$ cat src/rtl/dac_sample_feeder.sv
// rtl/dac_sample_feeder.sv - stereo sample FIFO feeding a serial DAC stage on dac_lr frame edges
// Optional build macro: FEEDER_UNDERRUN_HOLD_EN (repeat last sample on underrun instead of muting).
module dac_sample_feeder (
    input  logic        clk,
    input  logic        enable,
    input  logic        dac_lr,
    input  logic [23:0] in_left,
    input  logic [23:0] in_right,
    input  logic        in_valid,
    output logic        in_ready,
    output logic [32:0] SDACL,
    output logic [32:0] SDACR,
    output logic [2:0]  fifo_level,
    output logic        underrun,
    output logic [7:0]  underrun_count
);

    logic [47:0] r_mem [4];
    logic [1:0]  r_wr_ptr;
    logic [1:0]  r_rd_ptr;
    logic [2:0]  r_level;
    logic        r_dac_lr_q;
    logic [32:0] r_sdacl;
    logic [32:0] r_sdacr;
    logic        r_underrun;
    logic [7:0]  r_underrun_count;

    logic        w_boundary;
    logic        w_push;
    logic        w_pop;
    logic        w_underrun;
    logic [47:0] w_head;

    // Ready depends only on stored occupancy, never on this cycle's pop.
    assign in_ready   = enable && (r_level < 3'd4);
    assign w_boundary = enable && dac_lr && !r_dac_lr_q;
    assign w_push     = in_valid && in_ready;
    assign w_pop      = w_boundary && (r_level != 3'd0);
    assign w_underrun = w_boundary && (r_level == 3'd0);
    assign w_head     = r_mem[r_rd_ptr];

    always_ff @(posedge clk) begin
        if (w_push) begin
            r_mem[r_wr_ptr] <= {in_left, in_right};
        end
    end

    always_ff @(posedge clk) begin
        if (!enable) begin
            r_wr_ptr         <= 2'd0;
            r_rd_ptr         <= 2'd0;
            r_level          <= 3'd0;
            r_dac_lr_q       <= 1'b1;
            r_sdacl          <= 33'd0;
            r_sdacr          <= 33'd0;
            r_underrun       <= 1'b0;
            r_underrun_count <= 8'd0;
        end else begin
            r_dac_lr_q <= dac_lr;
            r_underrun <= w_underrun;
            if (w_push) begin
                r_wr_ptr <= r_wr_ptr + 2'd1;
            end
            if (w_pop) begin
                r_rd_ptr <= r_rd_ptr + 2'd1;
                r_sdacl  <= {w_head[47:24], 9'd0};
                r_sdacr  <= {w_head[23:0], 9'd0};
            end
            if (w_push && !w_pop) begin
                r_level <= r_level + 3'd1;
            end else if (w_pop && !w_push) begin
                r_level <= r_level - 3'd1;
            end
            if (w_underrun) begin
`ifdef FEEDER_UNDERRUN_HOLD_EN
                r_sdacl <= r_sdacl;
                r_sdacr <= r_sdacr;
`else
                r_sdacl <= 33'd0;
                r_sdacr <= 33'd0;
`endif
                if (r_underrun_count != 8'hFF) begin
                    r_underrun_count <= r_underrun_count + 8'd1;
                end
            end
        end
    end

    assign SDACL          = r_sdacl;
    assign SDACR          = r_sdacr;
    assign fifo_level     = r_level;
    assign underrun       = r_underrun;
    assign underrun_count = r_underrun_count;

endmodule

$ cat config.mk
export PLATFORM = sky130hd
export DESIGN_NAME = dac_sample_feeder
export DESIGN_NICKNAME = d
export VERILOG_FILES = /design/src/rtl/dac_sample_feeder.sv
export SDC_FILE = /design/constraint.sdc
export NUM_CORES = 1
export LEC_CHECK = 0
export CORE_UTILIZATION = 49
export CTS_BUF_LIST = sky130_fd_sc_hd__clkbuf_16
export DETAILED_ROUTE_END_ITERATION = 10
export GPL_ROUTABILITY_DRIVEN = 0
export PLACE_DENSITY = 0.87
export SYNTH_ARGS = -nofsm -noshare
export SYNTH_HDL_FRONTEND = slang
export SYNTH_SLANG_ARGS = --single-unit
$ cat constraint.sdc
create_clock -name clk -period 3.1 [get_ports clk]
set_input_delay 0.775 -clock clk [delete_from_list [all_inputs] [get_ports clk]]
set_output_delay 0.775 -clock clk [all_outputs]
set_load 0.01 [all_outputs]
==> results <==
## cell usage after synthesis (3+ instances only)
cell      instances  share of area (%)
o221a_2          48                5.7
a311oi_1          4               0.37
clkbuf_1         14               0.55
buf_6             3               0.35
a31oi_1           3               0.20
nor2_1            7               0.27
nand2_1           8               0.31
and2_1            5               0.33
inv_1             5               0.20
mux4_2           48                 11
buf_4            20                1.6
nand3_1           3               0.16
dfxtp_1          65                 14
ha_1              6               0.78
buf_2            12               0.63
mux2i_1           4               0.42
edfxtp_1        192                 60
## metrics by stage
| step | power (W) | hold slack (ns) | setup slack [ns] |
|---|---|---|---|
| after floorplan | 0.00418 | 0.505 | 0.164 |
| after global placement | 0.00438 | 0.492 | 0.277 |
| after detailed placement | 0.00441 | 0.507 | 0.210 |
| after CTS | 0.00759 | 0.518 | 0.324 |
| after global routing | 0.00777 | 0.540 | 0.238 |
| final | 0.00752 | 0.517 | 0.330 |
## state kept, by name, indices dropped and copies added, names as in the netlist
signal          cells
SDACL              24
SDACR              24
fifo_level          3
r_dac_lr_q          1
r_mem             192
r_rd_ptr            2
r_wr_ptr            2
underrun            1
underrun_count      8
## area by class of cell
class / count / area [sq um] / area share [%]
well taps: 260 / 325 / 2.74
repair buffers: 129 / 1320 / 11.1
multi-input cells: 189 / 2260 / 19.0
clock buffers: 27 / 676 / 5.68
flip-flops and latches: 257 / 7070 / 59.5
clock inverters: 23 / 220 / 1.85
inverters: 5 / 18.8 / 0.158
## power by group
group | switching, W | leakage, nW | internal [W]
registers | 0.0000579 | 2.27 | 0.00381
logic | 0.000220 | 1.21 | 0.000242
clock network | 0.00127 | 0.458 | 0.00192
total | 0.00155 | 3.93 | 0.00598
## metal layers
metal / GRT usage [%] / up-vias
li1: - / 2221
met1: 25.7 / 2590
met2: 33.4 / 209
met3: 3.88 / 30
met4: 4.98 / 0
met5: 0 / -
## logic make-up after synthesis
logic type	synth area share, %
other	0.0392
adder cells (fa/ha/maj)	0.994
AO/OA/AOI/OAI	7.19
XOR/XNOR	0.275
flip-flops	73.9
multiplexers	11.7
buffers and inverters	3.30
AND/OR/NAND/NOR	2.62
## worst max-delay path, cell delays in order
cell	delay (ns)
clkdlybuf4s50_1	0.53
inv_1	0.07
nor2_1	0.08
clkdlybuf4s50_1	0.53
## final timing paths
path,startpoint,to,slack (ns),cells after the start
setup / recovery,enable,in_ready,0.33,4
setup reg to reg,fifo_level[2],fifo_level[2],0.84,8
hold reg to reg,underrun_count[1],underrun_count[1],0.52,2
hold / removal,underrun_count[1],underrun_count[1],0.52,2
==> metrics.txt <==
status finished clean; row cnt 50; drt initial violations 297; Met1 Routed Length 7720 um; Via-to-Cell Ratio 5.67; crit end category output port; Via Count 5050; clock buffer depth 3; Hold/Removal Path Class flop to flop; max frequency 0.361 GHz; Clock Pin Slew Worst Setup and Hold Paths 0.06 ns; register area share after synthesis 73.9%; antenna-violating nets left 0; highest metal used met4; Root Buffer clkbuf_16; Finished Cell Area 0.0119 sq mm; Seq cells post-synth 257; synth unique cells 41; DP Area 0.0110 sq mm; Worst Max-Slew Pin Slew 0.690 ns; # hold bufs at CTS 0; final core occ 63.0%; Worst-Skew Late Latency 0.53 ns; initial antenna violation count 0; dpl hpwl 11400 um; post-CTS sizing 0; Data arrival, critical path 1.99 ns; Num CTS Buffers 27; boundary pin count 131; CP Launch Type input pin; Synth Flop Type edfxtp_1; setup TNS 0 ns; Final min period 2.77 ns; final setup vio count 0; largest net degree at the start of global routing 53; clk_skew 0.0175 ns; DR WL/cell 21.3 um; H-tree depth 1; dpl cells 840; number of I/O port buffers 112; Congestion Overflow GR 0; Avg Inst Size Synth 19.8 sq um; Non-Filler Instances 890; Final Hold Fails 0; critical path type input pin to output port; Post-CTS Setup Bufs 0; yosys warns 0; share of cells above drive strength 1 26.5%; Routed met3 length 1240 um; commonest non-fill, non-tap cell in the layout edfxtp_1; synthesized netlist cell count 483; Die Wd 142 um; MaxCap Viol Count 0; peak supply drop 0.379 mV; Routed WL 19000 um; drt pass-1 iters 4; Post-synth EDFFs 192; Tcrit/Tclk final 89.3%; core region area 0.0189 sq mm; Pleak 3.93 nW; ys async rst share 0%; drc violations 0; Nets 668; PwrDens 633 mW/mm^2; Syn-to-layout area delta 24.3%; GRT Overall Usage 19.5%; Die H 142 um; # diodes 0; first-pass GRT wire length 30000 um; initial cell density of the core 50.6%; most frequent cells in the layout edfxtp_1 (192), clkdlybuf4s50_1 (112), dfxtp_1 (63), mux4_2 (48), o221a_2 (48); crit path max fanout 4; Max-slew headroom 54.0%; clk sinks 257; Worst Path Required 2.32 ns; Die ar. 0.0201 sq mm; Slew Limit Fails 0; fill cell count 1320; met2 routed WL 9740 um; CTS tree yes; cell area after synthesis 0.00957 sq mm; RSZ-0062 raised after global routing false; vias in the first global route 5404
Note: power is estimated with default switching activity, not from simulation.
